===== src/rtl/image_streamer_if.sv =====
// Bundles the control, memory-read and pixel-stream signals of the image streamer.
// Ports: start/base_addr/pause (control in), mem_rd_en/mem_addr/mem_rd_data (memory read),
//        pixel_out/pixel_valid/row_last/frame_last (pixel stream), busy/done (status).
// master = streamer side, slave = environment (memory, sequencer and pixel sink).
interface image_streamer_if #(
    parameter int DATA_SIZE  = 8,
    parameter int ADDR_WIDTH = 10
) ();
    // Frame control
    logic                  start;
    logic [ADDR_WIDTH-1:0] base_addr;
    logic                  pause;

    // Synchronous-read memory port
    logic                  mem_rd_en;
    logic [ADDR_WIDTH-1:0] mem_addr;
    logic [DATA_SIZE-1:0]  mem_rd_data;

    // Pixel stream towards the window buffer
    logic [DATA_SIZE-1:0]  pixel_out;
    logic                  pixel_valid;
    logic                  row_last;
    logic                  frame_last;

    // Status
    logic                  busy;
    logic                  done;

    modport master (
        input  start, base_addr, pause, mem_rd_data,
        output mem_rd_en, mem_addr,
        output pixel_out, pixel_valid, row_last, frame_last,
        output busy, done
    );

    modport slave (
        output start, base_addr, pause, mem_rd_data,
        input  mem_rd_en, mem_addr,
        input  pixel_out, pixel_valid, row_last, frame_last,
        input  busy, done
    );
endinterface


===== src/rtl/image_streamer.sv =====
// Purpose: raster-order pixel source; reads ROW_SIZE x COLUMN_SIZE pixels from a sync-read memory.
// Latency: read issued in cycle t -> pixel_out/pixel_valid with row/frame flags in cycle t+2.
// Backpressure: pause=1 in cycle c suppresses the read in cycle c+1; issued reads always complete.
// Ports: clock, reset (sync, active-high); bus (image_streamer_if.master) carries
//        start/base_addr/pause, the memory read port, the pixel stream and busy/done.
module image_streamer #(
    parameter int DATA_SIZE   = 8,
    parameter int ROW_SIZE    = 28,
    parameter int COLUMN_SIZE = 28,
    parameter int ADDR_WIDTH  = 10
) (
    input  logic             clock,
    input  logic             reset,
    image_streamer_if.master bus
);

    localparam int CW = (ROW_SIZE > 1)    ? $clog2(ROW_SIZE)    : 1;
    localparam int RW = (COLUMN_SIZE > 1) ? $clog2(COLUMN_SIZE) : 1;
    localparam logic [CW-1:0] COL_LAST = CW'(ROW_SIZE - 1);
    localparam logic [RW-1:0] ROW_LAST = RW'(COLUMN_SIZE - 1);

    typedef enum logic [1:0] {
        IDLE   = 2'd0,
        STREAM = 2'd1,
        DRAIN  = 2'd2
    } state_t;

    state_t state;

    // Coordinates of the next pixel to be read; they return to 0 once the
    // final read of a frame is issued, so IDLE always starts at pixel (0,0).
    logic [CW-1:0] col;
    logic [RW-1:0] row;

    // Stage 0: read request plus the flags of the pixel being read
    logic                  rd_en;
    logic [ADDR_WIDTH-1:0] rd_addr;
    logic                  rd_row_last;
    logic                  rd_frame_last;

    // Stage 1: memory data returning this cycle
    logic                  s1_vld;
    logic                  s1_row_last;
    logic                  s1_frame_last;

    // Stage 2: output register
    logic                  px_vld;
    logic [DATA_SIZE-1:0]  px_dat;
    logic                  px_row_last;
    logic                  px_frame_last;

    logic                  busy_q;
    logic                  done_q;

    logic                  issue;
    logic                  at_row_end;
    logic                  at_frame_end;

    assign at_row_end   = (col == COL_LAST);
    assign at_frame_end = at_row_end && (row == ROW_LAST);

    // The first read of a frame is issued straight from IDLE and ignores pause;
    // inside the frame each un-paused cycle issues one read. DRAIN never issues.
    always_comb begin
        issue = 1'b0;
        case (state)
            IDLE:    issue = bus.start;
            STREAM:  issue = !bus.pause;
            default: issue = 1'b0;
        endcase
    end

    // Control FSM: owns the read request, the raster counters and busy/done.
    always_ff @(posedge clock) begin
        if (reset) begin
            state         <= IDLE;
            col           <= '0;
            row           <= '0;
            rd_en         <= 1'b0;
            rd_addr       <= '0;
            rd_row_last   <= 1'b0;
            rd_frame_last <= 1'b0;
            busy_q        <= 1'b0;
            done_q        <= 1'b0;
        end else begin
            done_q        <= 1'b0;
            rd_en         <= issue;
            rd_row_last   <= issue && at_row_end;
            rd_frame_last <= issue && at_frame_end;

            if (issue) begin
                // base_addr is captured only on the first read; the address
                // register then serves as the running frame pointer and holds
                // its value during paused cycles.
                rd_addr <= (state == IDLE) ? bus.base_addr : rd_addr + 1'b1;

                if (at_frame_end) begin
                    col <= '0;
                    row <= '0;
                end else if (at_row_end) begin
                    col <= '0;
                    row <= row + 1'b1;
                end else begin
                    col <= col + 1'b1;
                end
            end

            case (state)
                IDLE: begin
                    if (issue) begin
                        busy_q <= 1'b1;
                        // A single-pixel frame is complete after its first read.
                        state  <= at_frame_end ? DRAIN : STREAM;
                    end
                end
                STREAM: begin
                    if (issue && at_frame_end) begin
                        state <= DRAIN;
                    end
                end
                DRAIN: begin
                    // The last pixel is in the output register this cycle, so
                    // returning to IDLE now lets a start coinciding with done
                    // issue its first read without a bubble.
                    if (px_vld && px_frame_last) begin
                        state  <= IDLE;
                        busy_q <= 1'b0;
                        done_q <= 1'b1;
                    end
                end
                default: begin
                    state <= IDLE;
                end
            endcase
        end
    end

    // Two-stage data pipeline. The flags ride alongside the read strobe, so
    // they stay aligned with their pixel regardless of pause gaps, and they
    // are forced low whenever the stage carries no pixel.
    always_ff @(posedge clock) begin
        if (reset) begin
            s1_vld        <= 1'b0;
            s1_row_last   <= 1'b0;
            s1_frame_last <= 1'b0;
            px_vld        <= 1'b0;
            px_dat        <= '0;
            px_row_last   <= 1'b0;
            px_frame_last <= 1'b0;
        end else begin
            s1_vld        <= rd_en;
            s1_row_last   <= rd_en && rd_row_last;
            s1_frame_last <= rd_en && rd_frame_last;

            px_vld        <= s1_vld;
            px_row_last   <= s1_vld && s1_row_last;
            px_frame_last <= s1_vld && s1_frame_last;
            if (s1_vld) begin
                px_dat <= bus.mem_rd_data;
            end
        end
    end

    assign bus.mem_rd_en   = rd_en;
    assign bus.mem_addr    = rd_addr;
    assign bus.pixel_out   = px_dat;
    assign bus.pixel_valid = px_vld;
    assign bus.row_last    = px_row_last;
    assign bus.frame_last  = px_frame_last;
    assign bus.busy        = busy_q;
    assign bus.done        = done_q;

endmodule

===== src/flat_wrapper.sv =====
// flat-port wrapper written by rule: the top's interface ports become plain ports
module image_streamer_flat 
#(
    parameter int DATA_SIZE   = 8,
    parameter int ROW_SIZE    = 28,
    parameter int COLUMN_SIZE = 28,
    parameter int ADDR_WIDTH  = 10
)
  (clock, reset, bus_start, bus_base_addr, bus_pause, bus_mem_rd_data, bus_mem_rd_en, bus_mem_addr, bus_pixel_out, bus_pixel_valid, bus_row_last, bus_frame_last, bus_busy, bus_done);
  image_streamer_if #(.DATA_SIZE(DATA_SIZE), .ADDR_WIDTH(ADDR_WIDTH)) bus_i ();
  input  logic clock;
  input  logic reset;
  input wire logic [$bits(bus_i.start)-1:0] bus_start;
  input wire logic [$bits(bus_i.base_addr)-1:0] bus_base_addr;
  input wire logic [$bits(bus_i.pause)-1:0] bus_pause;
  input wire logic [$bits(bus_i.mem_rd_data)-1:0] bus_mem_rd_data;
  output wire logic [$bits(bus_i.mem_rd_en)-1:0] bus_mem_rd_en;
  output wire logic [$bits(bus_i.mem_addr)-1:0] bus_mem_addr;
  output wire logic [$bits(bus_i.pixel_out)-1:0] bus_pixel_out;
  output wire logic [$bits(bus_i.pixel_valid)-1:0] bus_pixel_valid;
  output wire logic [$bits(bus_i.row_last)-1:0] bus_row_last;
  output wire logic [$bits(bus_i.frame_last)-1:0] bus_frame_last;
  output wire logic [$bits(bus_i.busy)-1:0] bus_busy;
  output wire logic [$bits(bus_i.done)-1:0] bus_done;
  assign bus_i.start = bus_start;
  assign bus_i.base_addr = bus_base_addr;
  assign bus_i.pause = bus_pause;
  assign bus_i.mem_rd_data = bus_mem_rd_data;
  assign bus_mem_rd_en = bus_i.mem_rd_en;
  assign bus_mem_addr = bus_i.mem_addr;
  assign bus_pixel_out = bus_i.pixel_out;
  assign bus_pixel_valid = bus_i.pixel_valid;
  assign bus_row_last = bus_i.row_last;
  assign bus_frame_last = bus_i.frame_last;
  assign bus_busy = bus_i.busy;
  assign bus_done = bus_i.done;
  image_streamer #(.DATA_SIZE(DATA_SIZE), .ROW_SIZE(ROW_SIZE), .COLUMN_SIZE(COLUMN_SIZE), .ADDR_WIDTH(ADDR_WIDTH)) u_core (.clock(clock), .reset(reset), .bus(bus_i));
endmodule

===== config.mk =====
export PLATFORM = sky130hd
export DESIGN_NAME = image_streamer_flat
export DESIGN_NICKNAME = d
export VERILOG_FILES = /design/src/rtl/image_streamer_if.sv /design/src/rtl/image_streamer.sv /design/src/flat_wrapper.sv
export SDC_FILE = /design/constraint.sdc
export NUM_CORES = 1
export LEC_CHECK = 0
export BUFFER_PORTS_ARGS = -buffer_cell sky130_fd_sc_hd__buf_2
export CORE_UTILIZATION = 30
export DETAILED_ROUTE_END_ITERATION = 8
export PLACE_DENSITY = 0.46
export SYNTH_ARGS = -nofsm -noshare
export SYNTH_HDL_FRONTEND = slang
export SYNTH_SLANG_ARGS = --single-unit

===== constraint.sdc =====
create_clock -name clock -period 2.8 [get_ports clock]
set_input_delay 0 -clock clock [delete_from_list [all_inputs] [get_ports clock]]
set_output_delay 0 -clock clock [all_outputs]
set_load 0.01 [all_outputs]

==> results by group, run 1 <==
Run status
  • Status: completed

Pwr
  • Overall power: 1.34 mW
  • Pwr/cell area: 579 nW/um^2
  • VDD IR max: 242 uV
  • Lkg Pwr: 0.940 nW

Setup path
  • Startpoint types: register
  • Critical path class: register to register
  • Flop2flop setup slack: 0.90 ns
  • Worst r2r src: u_core.col[0]$_SDFFE_PP0P_
  • Worst reg-to-reg path cell count: 5
  • Critical Path RT: 3.03 ns
  • Worst path arrival time: 2.13 ns
  • R2r endpoint: u_core.state[1]$_SDFFE_PP0P_
  • Crit-path max cell delay: 0.58 ns
  • Worst-path cell chain: ha_1 > nand4b_1 > or4b_4 > or3b_1 > a31oi_1
  • Top delay family on crit path: simple AND/OR/NAND/NOR gates
  • Critical path fanouts, max: 6
  • Slowest CP cell: or4b_4
  • CP bufs+invs: 0
  • Critical Path End Type: register

Finish
  • Layout cell share with drive strength beyond 1: 22.0%
  • Net count, final: 283
  • Area grow syn2layout: 31.3%
  • Finished Layout Cells: 331
  • ANT cells: 0

Worst hold path
  • WHS Path Cells: 3
  • Min-delay worst type: primary input to register
  • Hold Crit Endpoint: u_core.bus.mem_addr[7]$_SDFFE_PP0P_
  • Hold_sp: bus_base_addr[7]

Die
  • Core box area: 5570 um^2
  • Die area: 6200 um^2
  • Initial Util: 31.7%
  • Die width: 78.7 um
  • Die height: 78.7 um
  • Row cnt: 27
  • I/O pins: 46

Synthesis
  • Netlist Area Pre-Place: 1770 um^2
  • Fraction of the mapped netlist area in adder cells: 2.13%
  • Register area share after synthesis: 46.5%
  • Async set or reset register ratio after synthesis: 0%
  • Flops & latches, synth: 41
  • Syn nets: 226
  • Multiplexer area fraction after synthesis: 4.54%
  • Largest family of logic cells by synthesized area: simple AND/OR/NAND/NOR gates
  • Synth Area per Inst: 8.78 um^2
  • Simple-Gate Fraction of Synth Area: 22.0%
  • Top_reg_cell synth: dfxtp_1
  • Post-synth EDFFs: 0
  • Synth Area in XOR/XNOR: 0.992%
  • Cells after Synth: 201
  • Yosys warning total: 0
  • Complex-gate fraction of the synthesized area: 19.9%
  • Yosys cell types: 44

Clock network
  • H-tree depth: 2
  • Total CTS buffers: 5
  • Clock-pin slew on the worst setup and hold paths: 0.08 ns
  • Post-cts repair resize count: 0
  • Clock Latency Late Sink: 0.30 ns
  • CTS max path bufs: 2
  • Sink Count: 41
  • Clk root buf: clkbuf_8
  • TritonCTS clock tree: built

Flow run
  • Max_cap viols: 0

STA
  • Setup violators final: 0
  • Final Cycle Share: 67.8%
  • Final Critical Period: 1.90 ns
  • Setup TNS: 0 ns
  • Final Hold Vio Count: 0
  • Worst slew margin: 60.9%
  • Max Freq: 527 MHz
  • Pins Over Slew Limit: 0
  • RSZ-0062 raised after global routing: no
  • Worst-margin pin slew: 0.586 ns
  • Clock Skews: 0.00562 ns

Global route
  • Met3 Use GR: 2.87%
  • Overflow after GRT: 0
  • Vias in the first global route: 1524
  • Largest net degree at the start of global routing: 32
  • Initial antenna violation count: 0
  • M2 GR Usage: 21.7%
  • Met1 global-route usage: 20.2%
  • First-pass GRT wire length: 7090 um
  • Busiest grt layer: met2
  • Total track usage: 14.6%

Drt
  • Post-route antenna net violation count: 0
  • WL per Instance: 12.4 um
  • DR iter-0 viols: 46
  • Vias/cell: 4.78
  • Routed vias: 1582
  • DRC: 0
  • First-pass detailed-route iteration total: 4
  • Final WL: 4110 um

Placed design
  • Number of buffers added on ports: 45
  • Placed insts: 311
  • DP Wirelength: 2830 um
  • GPL Wtd Cong: 0.759
[per-stage QoR]
step	utilization, %	worst slack, ns	cell area [um^2]	hold WS, ns
final	41.6	0.902	2320	0.0105
after detailed placement	37.0	0.915	2060	0.243
after global placement	37.0	0.945	2060	0.239
after global routing	41.6	0.766	2320	0.0203
after CTS	41.6	0.913	2320	0.000457
after floorplan	-	1.03	1770	0.0863
[Yosys cell counts, drive strengths merged (2+ instances only)]
library cell  number  area, um^2
dfxtp             41         821
nor2              21        78.8
a21oi             15        75.1
o21ai             15        75.1
nand2             13        48.8
and2               8        50.1
mux2i              8        80.1
clkbuf             7        26.3
inv                7        26.3
nand3              4        20.0
nor2b              4        25.0
a211oi             3        22.5
a31oi              3        18.8
buf                3        12.5
ha                 3        37.5
nand4              3        18.8
o22ai              3        18.8
o31ai              3        22.5
or3                3        18.8
a21o               2        15.0
a22oi              2        15.0
a311oi             2        17.5
nand2b             2        12.5
nand4b             2        17.5
nor3               2        10.0
nor3b              2        15.0
nor4               2        12.5
nor4b              2        17.5
o2bb2ai            2        17.5
xnor2              2        17.5
[cell families (layout without fill, tap and decap cells)]
| logic type | count (synthesis) | in the layout |
|---|---|---|
| AO/OA/AOI/OAI | 56 | 56 |
| XOR/XNOR | 2 | 2 |
| adder cells (fa/ha/maj) | 3 | 3 |
| buffers and inverters | 18 | 76 |
| flip-flops | 41 | 41 |
| multiplexers | 8 | 8 |
| AND/OR/NAND/NOR | 73 | 73 |
[layout make-up]
cell class,count,area (um^2)
multi-input cells,142,876
clock inverters,3,65.1
repair buffers,60,368
fillers,584,3260
clock buffers,5,68.8
inverters,8,30.0
flip-flops and latches,41,821
well taps,72,90.1
[per-layer routing]
metal  up-vias  routed length [um]
li1        841                   -
met1       700                2120
met2        33                1740
met3         8                 174
met4         0                  80
met5         -                   0
[placed cells by master, fill, tap and decap left out, drive strengths merged, types with 2 or more instances in the layout]
master / netlist / routed
clkinv: 1 / 2
and2: 8 / 8
ha: 3 / 3
o31ai: 3 / 3
nand2: 13 / 13
nor4b: 2 / 2
o22ai: 3 / 3
inv: 7 / 7
mux2i: 8 / 8
dlygate4sd3: 0 / 12
nand4b: 2 / 2
a211oi: 3 / 3
nor4: 2 / 2
nor3b: 2 / 2
clkbuf: 7 / 5
buf: 3 / 48
nor2b: 4 / 4
dfxtp: 41 / 41
a22oi: 2 / 2
a21oi: 15 / 15
a311oi: 2 / 2
nand2b: 2 / 2
or3: 3 / 3
nor3: 2 / 2
a31oi: 3 / 3
nand4: 3 / 3
nor2: 21 / 21
o2bb2ai: 2 / 2
bufinv: 0 / 2
xnor2: 2 / 2
o21ai: 15 / 15
a21o: 2 / 2
nand3: 4 / 4
[sequential cells by signal, summed over array words and instances, names as in the netlist, 2 cells and up]
| signal | flops |
|---|---|
| u_core.col | 5 |
| u_core.row | 5 |
| u_core.bus.pixel_out | 8 |
| u_core.bus.mem_addr | 10 |
| u_core.state | 2 |
[tightest hold or removal path, delay by kind of cell]
| kind | cells | cell delay [ns] |
|---|---|---|
| compound gates | 2 | 0.20 |
| buf+inv | 1 | 0.08 |
[timing repair]
action                                 4_1_cts  5_1_grt
hold buffers                                12        0
endpoints found under the hold margin       12        0
setup buffers                                0        0
[worst max path at each step]
stage	from	slack [ns]	cells past startpoint	endpoint
3_3_place_gp	u_core.col[0]$_SDFFE_PP0P_	0.95	5	u_core.state[1]$_SDFFE_PP0P_
2_1_floorplan	u_core.col[0]$_SDFFE_PP0P_	1.03	5	u_core.state[1]$_SDFFE_PP0P_
5_1_grt	u_core.col[0]$_SDFFE_PP0P_	0.77	5	u_core.state[1]$_SDFFE_PP0P_
3_5_place_dp	u_core.col[0]$_SDFFE_PP0P_	0.92	5	u_core.state[1]$_SDFFE_PP0P_
4_1_cts	u_core.col[0]$_SDFFE_PP0P_	0.91	5	u_core.state[1]$_SDFFE_PP0P_
6_report	u_core.col[0]$_SDFFE_PP0P_	0.90	5	u_core.state[1]$_SDFFE_PP0P_
[where the power goes]
part | switching, mW | internal, mW
Combinational | 0.0781 | 0.0700
Sequential | 0.0241 | 0.605
Clock | 0.210 | 0.354
No activity file was read; power rests on OpenSTA's default activity.
==> inputs of run 2 (changes only) <==
- PLACE_DENSITY: 0.46 -> 0.48
- clock period: 2.8 -> 1.7 ns (I/O delays scaled with it)
==> run 2 against run 1 <==
The flow now finishes with violations (setup timing). Sequential share of layout area is 2.3 points lower. Combinational power is 91% higher. Sequential cell count stayed put. Critical path depth stayed put. Count of clock-buffer cells in the layout is 1 higher. Worst setup slack worse by 0.92 ns. Power is 61% higher.
==> results by group, run 2 (synthesis results as in run 1) <==
STA
  • Final Cycle Share: 101% (was 67.8%)
  • Worst-margin pin slew: 0.502 ns (was 0.586 ns)
  • Max Freq: 583 MHz (was 527 MHz)
  • Pins Over Slew Limit: 0 (unchanged)
  • Setup TNS: -0.0167 ns (was 0 ns)
  • Final Hold Vio Count: 0 (unchanged)
  • Clock Skews: 0.00557 ns (was 0.00562 ns)
  • RSZ-0062 raised after global routing: yes (was no)
  • Worst slew margin: 66.5% (was 60.9%)
  • Worst setup margin: -0.0167 ns (was 0.902 ns)
  • Final Critical Period: 1.72 ns (was 1.90 ns)
  • Setup violators final: 1 (was 0)

Global route
  • Vias in the first global route: 1539 (was 1524)
  • Largest net degree at the start of global routing: 26 (was 32)
  • Overflow after GRT: 0 (unchanged)
  • First-pass GRT wire length: 7400 um (was 7090 um)
  • Total track usage: 15.4% (was 14.6%)
  • Initial antenna violation count: 0 (unchanged)

Setup path
  • Critical path fanouts, max: 4 (was 6)
  • Startpoint types: register (unchanged)
  • Top delay family on crit path: simple AND/OR/NAND/NOR gates (unchanged)
  • Critical Path RT: 1.93 ns (was 3.03 ns)
  • Worst reg-to-reg path cell count: 5 (unchanged)
  • Critical Path End Type: register (unchanged)
  • Critical path class: register to register (unchanged)
  • Worst-path cell chain: ha_4 > nand4b_1 > or4b_4 > or3b_1 > a31oi_1 (was ha_1 > nand4b_1 > or4b_4 > or3b_1 > a31oi_1)
  • Worst path arrival time: 1.94 ns (was 2.13 ns)
  • CP bufs+invs: 0 (unchanged)
  • Crit-path max cell delay: 0.52 ns (was 0.58 ns)
  • Slowest CP cell: or4b_4 (unchanged)
  • Flop2flop setup slack: -0.02 ns (was 0.90 ns)
  • Worst r2r src: u_core.col[1]$_SDFFE_PP0P_ (was u_core.col[0]$_SDFFE_PP0P_)
  • R2r endpoint: u_core.state[1]$_SDFFE_PP0P_ (unchanged)

Die
  • Initial Util: 31.7% (unchanged)
  • Row cnt: 27 (unchanged)
  • Die area: 6200 um^2 (unchanged)
  • Die width: 78.7 um (unchanged)
  • Die height: 78.7 um (unchanged)
  • Core box area: 5570 um^2 (unchanged)
  • I/O pins: 46 (unchanged)

Worst hold path
  • Hold Crit Endpoint: u_core.bus.mem_addr[7]$_SDFFE_PP0P_ (unchanged)
  • Min-delay worst type: primary input to register (unchanged)
  • Hold_sp: bus_base_addr[7] (unchanged)
  • WHS Path Cells: 3 (unchanged)

Finish
  • Area grow syn2layout: 41.4% (was 31.3%)
  • Finished Layout Cells: 347 (was 331)
  • Fin util: 44.8% (was 41.6%)
  • FILL cells: 577 (was 584)
  • Layout cell share with drive strength beyond 1: 29.5% (was 22.0%)
  • Cell area after layout: 2500 um^2 (was 2320 um^2)
  • Max reg flops: 10 (unchanged)
  • Commonest non-fill, non-tap cell in the layout: buf_2 (unchanged)
  • Net count, final: 299 (was 283)
  • Most frequent cells in the layout: buf_2 (45), dfxtp_1 (38), nor2_1 (21), buf_4 (17), a21oi_1 (15) (was buf_2 (45), dfxtp_1 (41), nor2_1 (21), a21oi_1 (15), nand2_1 (13))
  • ANT cells: 0 (unchanged)

Drt
  • Vias/cell: 4.83 (was 4.78)
  • DRC: 0 (unchanged)
  • Final WL: 4480 um (was 4110 um)
  • DR iter-0 viols: 62 (was 46)
  • Post-route antenna net violation count: 0 (unchanged)
  • Routed vias: 1675 (was 1582)
  • WL per Instance: 12.9 um (was 12.4 um)
  • First-pass detailed-route iteration total: 4 (unchanged)

Clock network
  • H-tree depth: 2 (unchanged)
  • CTS max path bufs: 2 (unchanged)
  • Clock-pin slew on the worst setup and hold paths: 0.08 ns (about the same)
  • Clk root buf: clkbuf_8 (unchanged)
  • Clock Latency Late Sink: 0.29 ns (was 0.30 ns)
  • Post-CTS setup buffer count: 0 (unchanged)
  • TritonCTS clock tree: built (unchanged)
  • Sink Count: 41 (unchanged)
  • Total CTS buffers: 5 (unchanged)

Flow run
  • Max_cap viols: 0 (unchanged)

Placed design
  • GPL Wtd Cong: 0.755 (was 0.759)
  • Placed insts: 326 (was 311)
  • DP Wirelength: 3090 um (was 2830 um)
  • Post-Place Setup Slack: -0.0699 ns (was 0.915 ns)
  • Dpl cell area: 2190 um^2 (was 2060 um^2)
  • Number of buffers added on ports: 45 (unchanged)

Run status
  • Status: finished with violations (was completed)
  • Failing checks: setup timing

Pwr
  • Lkg Pwr: 1.01 nW (was 0.940 nW)
  • VDD IR max: 332 uV (was 242 uV)
  • Pwr/cell area: 863 nW/um^2 (was 579 nW/um^2)
[run 2: timing repair]
item	CTS	global route
setup endpoints to repair	4	5
pin swaps	0	0
hold endpoints to repair	15	0
resized for setup	4	6
hold buffers	13	0
[run 2: worst min-delay path, delay by kind of cell]
family | cells | cell delay, ns
AOI/OAI and AO/OA | 2 | 0.20
buffers and inverters | 1 | 0.08
[run 2: layout make-up]
cell class	instances	area, um^2	share of cell area [%]
sequential	41	827	33.1
clock buffer	6	82.6	3.31
multi-input combinational	142	926	37.1
inverter	8	30.0	1.20
timing repair buffer	76	503	20.2
clock inverter	2	37.5	1.50
tap	72	90.1	3.61
[run 2: how the worst max path moves through the flow]
stage                                     from  slack (ns)                      endpoint  cells past startpoint
finish              u_core.col[1]$_SDFFE_PP0P_       -0.02  u_core.state[1]$_SDFFE_PP0P_                      5
detailed placement  u_core.row[0]$_SDFFE_PP0P_       -0.07  u_core.state[1]$_SDFFE_PP0P_                      5
global route        u_core.col[1]$_SDFFE_PP0P_       -0.08  u_core.state[1]$_SDFFE_PP0P_                      5
CTS                 u_core.col[1]$_SDFFE_PP0P_       -0.04  u_core.state[1]$_SDFFE_PP0P_                      5
global placement    u_core.row[0]$_SDFFE_PP0P_       -0.03  u_core.state[1]$_SDFFE_PP0P_                      5
floorplan           u_core.col[0]$_SDFFE_PP0P_       0.002  u_core.state[1]$_SDFFE_PP0P_                      5
[run 2: per-stage QoR]
stage	power (mW)	hold WS, ns
2_1_floorplan	1.19	0.0863
3_3_place_gp	1.31	0.234
3_5_place_dp	1.31	0.248
4_1_cts	2.17	0.00181
5_1_grt	2.26	0.0212
6_report	2.16	0.00999
[run 2: power breakdown]
group / switching, mW / leakage [nW] / total, mW / internal, mW
Combinational: 0.142 / 0.622 / 0.283 / 0.141
Clock: 0.359 / 0.0574 / 0.837 / 0.478
Sequential: 0.0395 / 0.335 / 1.04 / 0.996
Total: 0.540 / 1.01 / 2.16 / 1.62
[run 2: routing by layer]
metal  routed length (um)  up-vias  track usage (%)  share of wire (%)
met4                   41        0             5.56               0.92
met2                 1980       24             23.0                 44
li1                     -      873                -                  -
met1                 2310      776             21.3                 52
met5                    0        -                0                  0
met3                  140        2             3.79                3.1
==> inputs of run 3 (changes only) <==
- SKIP_CTS_REPAIR_TIMING: not set -> 1
==> run 3 against run 2 <==
The flow still finishes with violations (setup timing). Global-route usage fell by 0.54 points. Maximum frequency decreased by 0.11%. First-iteration DRC count grew 24%. Power is essentially flat. Count of clock-buffer cells in the layout stayed put. Combinational power barely moved. Non-clock buffer count is the same. Sequential share of layout area decreased by 0.067 points. Utilization hardly changed. Critical path type unchanged.
==> results by group, run 3 (synthesis results as in run 1) <==
STA
  • Final Critical Period: 1.72 ns (about the same)
  • Final Cycle Share: 101% (about the same)
  • Clock Skews: 0.00482 ns (was 0.00557 ns)
  • Max Freq: 582 MHz (was 583 MHz)
  • Pins Over Slew Limit: 0 (unchanged)
  • RSZ-0062 raised after global routing: yes (unchanged)
  • Setup violators final: 1 (unchanged)
  • Worst slew margin: 66.6% (was 66.5%)
  • Final Hold Vio Count: 0 (unchanged)
  • Worst setup margin: -0.0185 ns (was -0.0167 ns)
  • Worst-margin pin slew: 0.501 ns (was 0.502 ns)

Placed design
  • GPL Wtd Cong: 0.755 (unchanged)
  • Placed insts: 326 (unchanged)
  • DP Wirelength: 3090 um (unchanged)
  • Number of buffers added on ports: 45 (unchanged)
  • Post-Place Setup Slack: -0.0699 ns (unchanged)
  • Dpl cell area: 2190 um^2 (unchanged)

Finish
  • Max reg flops: 10 (unchanged)
  • Area grow syn2layout: 41.2% (was 41.4%)
  • FILL cells: 581 (was 577)
  • Cell area after layout: 2490 um^2 (was 2500 um^2)
  • Multi-input gate area: 926 um^2 (unchanged)
  • Net count, final: 299 (unchanged)
  • Register area: 825 um^2 (was 827 um^2)
  • ANT cells: 0 (unchanged)
  • Most frequent cells in the layout: buf_2 (45), dfxtp_1 (38), nor2_1 (21), buf_4 (17), a21oi_1 (15) (unchanged)
  • Finished Layout Cells: 347 (unchanged)
  • Commonest non-fill, non-tap cell in the layout: buf_2 (unchanged)
  • Layout cell share with drive strength beyond 1: 29.5% (unchanged)

Run status
  • Failing checks: setup timing (unchanged)
  • Status: finished with violations (unchanged)

Drt
  • Post-route antenna net violation count: 0 (unchanged)
  • First-pass detailed-route iteration total: 4 (unchanged)
  • Routed vias: 1682 (was 1675)
  • WL per Instance: 13.0 um (was 12.9 um)
  • Vias/cell: 4.85 (was 4.83)
  • DR iter-0 viols: 77 (was 62)
  • Final WL: 4510 um (was 4480 um)
  • DRC: 0 (unchanged)

Clock network
  • Clk root buf: clkbuf_8 (unchanged)
  • CTS max path bufs: 2 (unchanged)
  • Sink Count: 41 (unchanged)
  • Clock Latency Late Sink: 0.29 ns (about the same)
  • Clock-pin slew on the worst setup and hold paths: 0.08 ns (about the same)
  • H-tree depth: 2 (unchanged)
  • Total CTS buffers: 5 (unchanged)
  • TritonCTS clock tree: built (unchanged)

Setup path
  • Worst path arrival time: 1.95 ns (was 1.94 ns)
  • Critical Path RT: 1.93 ns (about the same)
  • Startpoint types: register (unchanged)
  • Critical Path End Type: register (unchanged)
  • Critical path class: register to register (unchanged)
  • Critical path fanouts, max: 4 (unchanged)

Global route
  • Vias in the first global route: 1471 (was 1539)
  • Overflow after GRT: 0 (unchanged)
  • First-pass GRT wire length: 7130 um (was 7400 um)
  • Total track usage: 14.8% (was 15.4%)
  • Largest net degree at the start of global routing: 26 (unchanged)
  • Initial antenna violation count: 0 (unchanged)

Die
  • Die width: 78.7 um (unchanged)
  • Row cnt: 27 (unchanged)
  • Die height: 78.7 um (unchanged)
  • Die area: 6200 um^2 (unchanged)
  • I/O pins: 46 (unchanged)
  • Core box area: 5570 um^2 (unchanged)
  • Initial Util: 31.7% (unchanged)

Flow run
  • Max_cap viols: 0 (unchanged)

Pwr
  • Pwr/cell area: 865 nW/um^2 (was 863 nW/um^2)
  • VDD IR max: 332 uV (about the same)
  • Lkg Pwr: 1.01 nW (about the same)

Worst hold path
  • Min-delay worst type: primary input to register (unchanged)
## run 3: cell counts in the layout (fill, tap and decap cells not counted)
Identical to the previous run, type by type.
## run 3: path summary, 6_finish.rpt
check	from	endpoint	slack (ns)	depth (start not counted)
max	u_core.col[1]$_SDFFE_PP0P_	u_core.state[1]$_SDFFE_PP0P_	-0.02	5
min	bus_base_addr[7]	u_core.bus.mem_addr[7]$_SDFFE_PP0P_	0.008	3
max reg2reg	u_core.col[1]$_SDFFE_PP0P_	u_core.state[1]$_SDFFE_PP0P_	-0.02	5
min reg2reg	u_core.s1_frame_last$_SDFF_PP0_	u_core.bus.frame_last$_SDFF_PP0_	0.43	1
## run 3: per-layer routing
layer | global-route usage, % | share of wire, %
met2 | 21.4 | 45
met3 | 3.91 | 3.1
met4 | 5.56 | 0.91
met5 | 0 | 0
met1 | 21.0 | 51
## run 3: where the power goes
part / internal, mW / switching [mW]
combinational: 0.141 / 0.142
sequential: 0.998 / 0.0396
clock: 0.478 / 0.359
total: 1.62 / 0.541
## run 3: critical path: stages (launching register included)
cell and delay (ns):
dfxtp_2 0.36, ha_4 0.13, nand4b_1 0.13, or4b_4 0.53
or3b_1 0.36, a31oi_1 0.15
## run 3: area by class of cell
class / count / share of cell area, %
Timing Repair Buffer: 76 / 20.2
Sequential cell: 41 / 33.1
Clock buffer: 6 / 3.31
Tap cell: 72 / 3.61
Inverter: 8 / 1.20
Multi-Input combinational cell: 142 / 37.1
Clock inverter: 2 / 1.51
## run 3: through the flow
stage                     utilization (%)  setup TNS [ns]  total power [mW]  hold slack [ns]
final                                44.7         -0.0185              2.16          0.00838
after global routing                 44.7         -0.0854              2.26           0.0212
after CTS                            41.5          -0.207              2.15          -0.0621
after detailed placement             39.4          -0.159              1.31            0.248
after global placement               39.4         -0.0268              1.31            0.234
after floorplan                         -               0              1.19           0.0863
